===== src/rtl/pipe_pkg.sv =====
// Shared pipeline types: decoded control bundle, ALU opcodes and the bubble constant.
package pipe_pkg;

    localparam logic [2:0] ALUOP_SUB  = 3'b000;
    localparam logic [2:0] ALUOP_NEG  = 3'b001;
    localparam logic [2:0] ALUOP_INC  = 3'b010;
    localparam logic [2:0] ALUOP_NOP  = 3'b011;
    localparam logic [2:0] ALUOP_ADD  = 3'b100;
    localparam logic [2:0] ALUOP_PASS = 3'b111;

    typedef struct packed {
        logic       regwrt;
        logic       memrd;
        logic       memwrt;
        logic       alusrc;
        logic       memtoreg;
        logic       branch;
        logic       btype;
        logic       jump;
        logic [2:0] aluop;
    } ctrl_t;

    localparam ctrl_t CTRL_BUBBLE = '{
        regwrt:   1'b0,
        memrd:    1'b0,
        memwrt:   1'b0,
        alusrc:   1'b0,
        memtoreg: 1'b0,
        branch:   1'b0,
        btype:    1'b0,
        jump:     1'b0,
        aluop:    ALUOP_NOP
    };

endpackage


===== src/rtl/id_ex_stage_load_use_detect.sv =====
// Combinational load-use compare: a load sitting in EX whose destination feeds the
// instruction currently in ID. Register 0 is deliberately not treated as special.
module load_use_detect #(
    parameter int REG_IDX_W = 6
) (
    input  logic                 ex_valid,
    input  logic                 ex_memrd,
    input  logic [REG_IDX_W-1:0] ex_rd_idx,
    input  logic                 id_valid,
    input  logic [REG_IDX_W-1:0] id_rs_idx,
    input  logic [REG_IDX_W-1:0] id_rt_idx,
    output logic                 hazard
);

    assign hazard = ex_valid & ex_memrd & id_valid &
                    ((ex_rd_idx == id_rs_idx) | (ex_rd_idx == id_rt_idx));

endmodule


===== src/rtl/id_ex_stage.sv =====
// ID/EX pipeline register with load-use bubble insertion, hold and flush.
// Optional performance counters are built when ID_EX_PERF_CNT_EN is defined.
module id_ex_stage
    import pipe_pkg::*;
#(
    parameter int DATA_W    = 32,
    parameter int PC_W      = 32,
    parameter int REG_IDX_W = 6
) (
    input  logic                 in_clk,
    input  logic                 in_rst,
    input  logic                 in_valid,
    input  logic                 in_stall,
    input  logic                 in_flush,
    input  logic                 in_ctrl_regwrt,
    input  logic                 in_ctrl_memrd,
    input  logic                 in_ctrl_memwrt,
    input  logic                 in_ctrl_alusrc,
    input  logic                 in_ctrl_memtoreg,
    input  logic                 in_ctrl_branch,
    input  logic                 in_ctrl_btype,
    input  logic                 in_ctrl_jump,
    input  logic [2:0]           in_ctrl_aluop,
    input  logic [PC_W-1:0]      in_pc,
    input  logic [DATA_W-1:0]    in_rs_data,
    input  logic [DATA_W-1:0]    in_rt_data,
    input  logic [DATA_W-1:0]    in_imm,
    input  logic [REG_IDX_W-1:0] in_rs_idx,
    input  logic [REG_IDX_W-1:0] in_rt_idx,
    input  logic [REG_IDX_W-1:0] in_rd_idx,
    output logic                 out_valid,
    output logic                 out_ctrl_regwrt,
    output logic                 out_ctrl_memrd,
    output logic                 out_ctrl_memwrt,
    output logic                 out_ctrl_alusrc,
    output logic                 out_ctrl_memtoreg,
    output logic                 out_ctrl_branch,
    output logic                 out_ctrl_btype,
    output logic                 out_ctrl_jump,
    output logic [2:0]           out_ctrl_aluop,
    output logic [PC_W-1:0]      out_pc,
    output logic [DATA_W-1:0]    out_rs_data,
    output logic [DATA_W-1:0]    out_rt_data,
    output logic [DATA_W-1:0]    out_imm,
    output logic [REG_IDX_W-1:0] out_rd_idx,
`ifdef ID_EX_PERF_CNT_EN
    output logic [31:0]          out_bubble_cnt,
    output logic [31:0]          out_hazard_cnt,
`endif
    output logic                 out_hazard_stall
);

    ctrl_t ctrl_in;
    ctrl_t ctrl_q;
    logic  hazard;

    assign ctrl_in = '{
        regwrt:   in_ctrl_regwrt,
        memrd:    in_ctrl_memrd,
        memwrt:   in_ctrl_memwrt,
        alusrc:   in_ctrl_alusrc,
        memtoreg: in_ctrl_memtoreg,
        branch:   in_ctrl_branch,
        btype:    in_ctrl_btype,
        jump:     in_ctrl_jump,
        aluop:    in_ctrl_aluop
    };

    load_use_detect #(
        .REG_IDX_W (REG_IDX_W)
    ) u_load_use_detect (
        .ex_valid  (out_valid),
        .ex_memrd  (ctrl_q.memrd),
        .ex_rd_idx (out_rd_idx),
        .id_valid  (in_valid),
        .id_rs_idx (in_rs_idx),
        .id_rt_idx (in_rt_idx),
        .hazard    (hazard)
    );

    // A flush or downstream hold overrides the stall request: upstream re-presents anyway.
    assign out_hazard_stall = hazard & ~in_stall & ~in_flush;

    always_ff @(posedge in_clk) begin
        if (in_rst) begin
            out_valid   <= 1'b0;
            ctrl_q      <= CTRL_BUBBLE;
            out_pc      <= '0;
            out_rs_data <= '0;
            out_rt_data <= '0;
            out_imm     <= '0;
            out_rd_idx  <= '0;
        end else if (!in_stall) begin
            if (in_flush || hazard) begin
                out_valid   <= 1'b0;
                ctrl_q      <= CTRL_BUBBLE;
                out_pc      <= '0;
                out_rs_data <= '0;
                out_rt_data <= '0;
                out_imm     <= '0;
                out_rd_idx  <= '0;
            end else begin
                out_valid   <= in_valid;
                ctrl_q      <= in_valid ? ctrl_in : CTRL_BUBBLE;
                out_pc      <= in_pc;
                out_rs_data <= in_rs_data;
                out_rt_data <= in_rt_data;
                out_imm     <= in_imm;
                out_rd_idx  <= in_rd_idx;
            end
        end
    end

    assign out_ctrl_regwrt   = ctrl_q.regwrt;
    assign out_ctrl_memrd    = ctrl_q.memrd;
    assign out_ctrl_memwrt   = ctrl_q.memwrt;
    assign out_ctrl_alusrc   = ctrl_q.alusrc;
    assign out_ctrl_memtoreg = ctrl_q.memtoreg;
    assign out_ctrl_branch   = ctrl_q.branch;
    assign out_ctrl_btype    = ctrl_q.btype;
    assign out_ctrl_jump     = ctrl_q.jump;
    assign out_ctrl_aluop    = ctrl_q.aluop;

`ifdef ID_EX_PERF_CNT_EN
    logic [31:0] bubble_cnt_q;
    logic [31:0] hazard_cnt_q;

    // Hazard bubbles are counted only when the hazard, not a flush, caused the bubble.
    always_ff @(posedge in_clk) begin
        if (in_rst) begin
            bubble_cnt_q <= '0;
            hazard_cnt_q <= '0;
        end else if (!in_stall) begin
            if (in_flush || hazard || !in_valid)
                bubble_cnt_q <= bubble_cnt_q + 32'd1;
            if (!in_flush && hazard)
                hazard_cnt_q <= hazard_cnt_q + 32'd1;
        end
    end

    assign out_bubble_cnt = bubble_cnt_q;
    assign out_hazard_cnt = hazard_cnt_q;
`endif

endmodule


===== config.mk =====
export PLATFORM = sky130hd
export DESIGN_NAME = id_ex_stage
export DESIGN_NICKNAME = d
export VERILOG_FILES = /design/src/rtl/pipe_pkg.sv /design/src/rtl/id_ex_stage_load_use_detect.sv /design/src/rtl/id_ex_stage.sv
export SDC_FILE = /design/constraint.sdc
export NUM_CORES = 1
export LEC_CHECK = 0
export BUFFER_PORTS_ARGS = -buffer_cell sky130_fd_sc_hd__buf_2
export CAP_MARGIN = 25
export CORE_AREA = 2 2 139 141
export CTS_CLUSTER_SIZE = 12
export DETAILED_ROUTE_END_ITERATION = 10
export DIE_AREA = 0 0 141 143
export HOLD_SLACK_MARGIN = 0.06
export PLACE_DENSITY = 0.51
export SETUP_SLACK_MARGIN = 0.02
export SKIP_LAST_GASP = 1
export SYNTH_ARGS = -nofsm -noshare
export SYNTH_HDL_FRONTEND = slang
export SYNTH_SLANG_ARGS = --single-unit

===== constraint.sdc =====
create_clock -name in_clk -period 1.7 [get_ports in_clk]
set_input_delay 0.425 -clock in_clk [delete_from_list [all_inputs] [get_ports in_clk]]
set_output_delay 0.425 -clock in_clk [all_outputs]
set_load 0.05 [all_outputs]

# == Word level (Yosys, flattened, before mapping) ==
# Index checks and enable logic that the tools add are counted.
# totals
reg_bits,146
elab_cells,34
inputBits,162
# classes
mux,8
n_eq_ne,2
bitwise_logic,8
reduce_logical,1
# op_table
operator,count
32-bit 2-to-1 mux,4
11-bit 2-to-1 mux,2
6-bit == test,2
6-bit 2-to-1 mux,1
1-bit AND,5
1-bit NOT,2
1-bit logical OR,1
1-bit 2-to-1 mux,1
1-bit bitwise OR,1

# == Logic depth before layout (Yosys ltp) ==
# depth
word_depth,5
ltp_mapped,7

# == Cells and area by module ==
# Synthesis repeated with hierarchy kept, for this count alone.
# hier_totals
hier_cells,352
area_unflattened_um2,4606.9
# by_module_without_submodules
module,seq_area_each_um2,area_each_um2,cells_per_inst,n_inst
id_ex_stage,2922.8,4466.8,334,1
load_use_detect,0.0,140.1,18,1

# == Least setup slack after synthesis ==
# Ideal clock, no wire load.
# synth_path
path_kind,register to output
from,register out_rd_idx[1]
to,output out_hazard_stall
slack_ps,-1122
stages_incl_launch_ff,6
t_arrival_ps,2397
required_ps,1275
path_cell_list,dfxtp_1 xnor2_1 nand4_1 nor4_2 a31oi_1 nor3_1
# synth_between
elab_chain_len,5
# synth_rtl
element,line,source
"start, declared",id_ex_stage.sv:45,"output logic [REG_IDX_W-1:0] out_rd_idx,"
"start signal, assigned",id_ex_stage.sv:109,out_rd_idx <= in_rd_idx;
6-bit == test,id_ex_stage_load_use_detect.sv:16,((ex_rd_idx == id_rs_idx) | (ex_rd_idx == id_rt_idx));
1-bit bitwise OR *,id_ex_stage_load_use_detect.sv:16,
1-bit AND *,id_ex_stage_load_use_detect.sv:15,assign hazard = ex_valid & ex_memrd & id_valid &
1-bit AND * (2 in series),id_ex_stage.sv:82,assign out_hazard_stall = hazard & ~in_stall & ~in_flush;
"end, declared",id_ex_stage.sv:50,output logic out_hazard_stall
# Mark *: on every way between the ends. The rest lies on a longest branch, timed or not.

# == Worst setup path after layout ==
# layout_path
from,register out_rd_idx[5]
to,output out_hazard_stall
# The elaborated chain is that of the path after synthesis.

==> results.sh <==
export IMPL_drive_gt1_frac=0.578
export IMPL_synth_edff_count=0
export IMPL_finalMaxSlewViolations=0
export IMPL_tritoncts="done"
export IMPL_timing_final_crit_share=1.28
export IMPL_seq_area_frac_synth=0.636
export IMPL_syn_instance_count=353
export IMPL_clock_latency_ns=0.41
export IMPL_synthXorXnorAreaFrac=0.0229
export IMPL_antenna_found_initial=1
export IMPL_grt_pass1_wl_um=23200
export IMPL_hold_viol=0
export IMPL_syn_avg_cell_area_sq_um=13.0
export IMPL_drcViolationCount=0
export IMPL_ant_nets=0
export IMPL_dp_cells=894
export IMPL_synthFlopType="dfxtp_1"
export IMPL_setup_violations=140
export IMPL_max_vdd_ir_drop_uv=598
export IMPL_rr_startpoint="out_rd_idx[5]"
export IMPL_whs_endpoint="out_imm[8]"
export IMPL_worst_setup_path_start_kind="register"
export IMPL_synth_area_leaders="dfxtp_1, a22o_1, a32o_1, xor2_1, buf_6"
export IMPL_ys_ff_latch=146
export IMPL_synth_compound_area_share=0.284
export IMPL_post_route_util=0.422
export IMPL_wl_per_cell_um=16.4
export IMPL_finalSetupTns_ns=-16.75
export IMPL_arrival_ns=1.75
export IMPL_grt_overflow=0
export IMPL_drv_cap=0
export IMPL_outcome="finished, violations left"
export IMPL_areaGrowthSynthToFinish_pct=70.5
export IMPL_path_max_fanout=4
export IMPL_clock_root_buffer="clkbuf_16"
export IMPL_gp_congestion=0.769
export IMPL_fin_cells=951
export IMPL_end_kind="output pin"
export IMPL_crit_type="reg -> out"
export IMPL_r2r_end="out_rs_data[23]"
export IMPL_hp_start="in_imm[8]"
export IMPL_io_pins=309
export IMPL_rr_worst_depth=10
export IMPL_grt_pass1_vias=4452
export IMPL_place_hpwl_um=10300
export IMPL_yosys_area_share_adder=0
export IMPL_synthDistinctLibCells=20
export IMPL_yosysTopAreaCell="dfxtp_1"
export IMPL_synth_top_family_by_area="compound AO/OA/AOI/OAI gates"
export IMPL_yosys_area_share_simple=0.0147
export IMPL_synthTopCellsByCount="dfxtp_1, a22o_1, clkbuf_1, buf_2, a32o_1"
export IMPL_yosysTopAreaCellShare=0.636
export IMPL_postCtsHoldBufs=0
export IMPL_clk_pin_slew_ns=0.06
export IMPL_clockBufferDepth=2
export IMPL_synth_most_common_cell="dfxtp_1"
export IMPL_period_needed_ns=2.17
export IMPL_wl_um=15600
export IMPL_port_buffers=308
export IMPL_violations="setup timing"
export IMPL_required_ns=1.27
export IMPL_tightest_slew_ns=0.352
export IMPL_top_usage_layer="met2"
export IMPL_synth_nets=515
export IMPL_synthMuxAreaShare=0
export IMPL_grt_usage=0.147
export IMPL_placed_area_sq_um=6620
export IMPL_drtIter0Drc=149
export IMPL_viasPerCell=4.56
export IMPL_h_tree_depth=4
export IMPL_routed_via_count=4334
export IMPL_die_w_um=141
export IMPL_maxSlewHeadroom=0.765
export IMPL_start_util=0.247
export IMPL_min_path_cells=2
export IMPL_grt_start_max_net_pins=74
export IMPL_gr_usage_met1=0.164
export IMPL_final_design_area_no_fill_sq_um=7830
export IMPL_clock_skew_ns=0.0100
export IMPL_drtPass1Iterations=4
export IMPL_min_path_type="in -> reg"
export IMPL_p_leak_nw=3.93
export IMPL_cts_sinks=146
export IMPL_synthArstFlopShare=0
export IMPL_nets=865
export IMPL_num_rows=50
export IMPL_cts_buffers_inserted=17
export IMPL_rrSetupSlack_ns=-0.22
export IMPL_grt_util_met2=0.267
export IMPL_rsz0062_at_grt="true"
export IMPL_max_freq_mhz=460
export IMPL_die_area_sq_um=20200
export IMPL_setup_slack_ns=-0.474
export IMPL_netlist_area_sq_um=4590
export IMPL_p_per_area_nw_per_um2=1110
export IMPL_core_sq_um=18600
export IMPL_die_y_um=143
export IMPL_yosys_warnings=0
export IMPL_use_met3=0.0480
## cells in the final DEF (no fill, tap or decap), types with 2 or more instances in the layout
| cell | instances |
|---|---|
| buf_4 | 14 |
| inv_4 | 3 |
| dfxtp_1 | 138 |
| dfxtp_4 | 8 |
| inv_1 | 2 |
| xnor2_2 | 3 |
| a22o_1 | 135 |
| bufinv_16 | 2 |
| buf_12 | 14 |
| nor2_1 | 4 |
| buf_16 | 4 |
| clkbuf_8 | 3 |
| buf_6 | 15 |
| a31oi_4 | 2 |
| xor2_1 | 8 |
| a32o_1 | 9 |
| buf_2 | 307 |
| buf_8 | 6 |
| clkinv_4 | 3 |
| clkbuf_16 | 22 |
## state kept, by name (all words and copies together), names as in the netlist, 3 cells and up
signal,flops
out_pc,32
out_rd_idx,6
out_ctrl_aluop,3
out_imm,32
out_rs_data,32
out_rt_data,32
## layout make-up
class | count | area, sq um
repair buffers | 364 | 2390
fillers | 1756 | 10700
multi-input cells | 172 | 1570
well taps | 234 | 293
diodes | 1 | 2.50
clock inverters | 10 | 119
flip-flops and latches | 146 | 2950
clock buffers | 22 | 495
inverters | 2 | 7.51
## per-layer routing
layer,part of all wire,routed length (um),up-vias
li1,-,-,2076
met1,0.41,6430,2053
met2,0.51,8010,193
met3,0.065,1010,12
met4,0.011,165,0
met5,0,0,-
## worst max-delay path by stage
stage                  start               end  slack [ns]
3_5_place_dp    in_rs_idx[0]  out_hazard_stall       -0.29
6_report       out_rd_idx[5]  out_hazard_stall       -0.47
3_3_place_gp    in_rs_idx[5]  out_hazard_stall       -0.28
2_1_floorplan  out_rd_idx[5]  out_hazard_stall       -0.20
5_1_grt        out_rd_idx[5]  out_hazard_stall       -0.57
4_1_cts        out_rd_idx[5]  out_hazard_stall       -0.50
## stage by stage
step	worst slack [ns]	power (mW)	hold WS (ns)
after floorplan	-0.202	4.38	0.550
after global placement	-0.280	4.80	0.444
after detailed placement	-0.291	4.81	0.454
after CTS	-0.502	8.84	0.192
after global routing	-0.573	9.06	0.197
final	-0.474	8.72	0.216
## report_power, final
| part | switching [mW] | internal [mW] | total [mW] |
|---|---|---|---|
| registers | 0.0734 | 3.55 | 3.62 |
| clock network | 1.48 | 2.38 | 3.86 |
| logic | 0.771 | 0.468 | 1.24 |
## cells by family (layout without fill, tap and decap cells)
family,after synthesis,in the layout
compound gates,148,148
flops,146,146
buf+inv,35,398
xor+xnor,12,12
simple gates,12,12
other cells,0,1
## what timing repair did
item | 4_1_cts | 5_1_grt
gates resized for setup | 31 | 18
gates cloned | 10 | 5
setup buffers | 14 | 5
endpoints found under the hold margin | 0 | 0
setup endpoints to repair | 127 | 144
pin swaps | 15 | 14
## critical path: stages, from the launching register on
cell	delay [ns]
dfxtp_4	0.37
xnor2_2	0.14
nand4_1	0.13
nor4_2	0.21
a31oi_1	0.12
nor3_4	0.20
buf_6	0.18
Note: power is estimated with default switching activity, not from simulation.
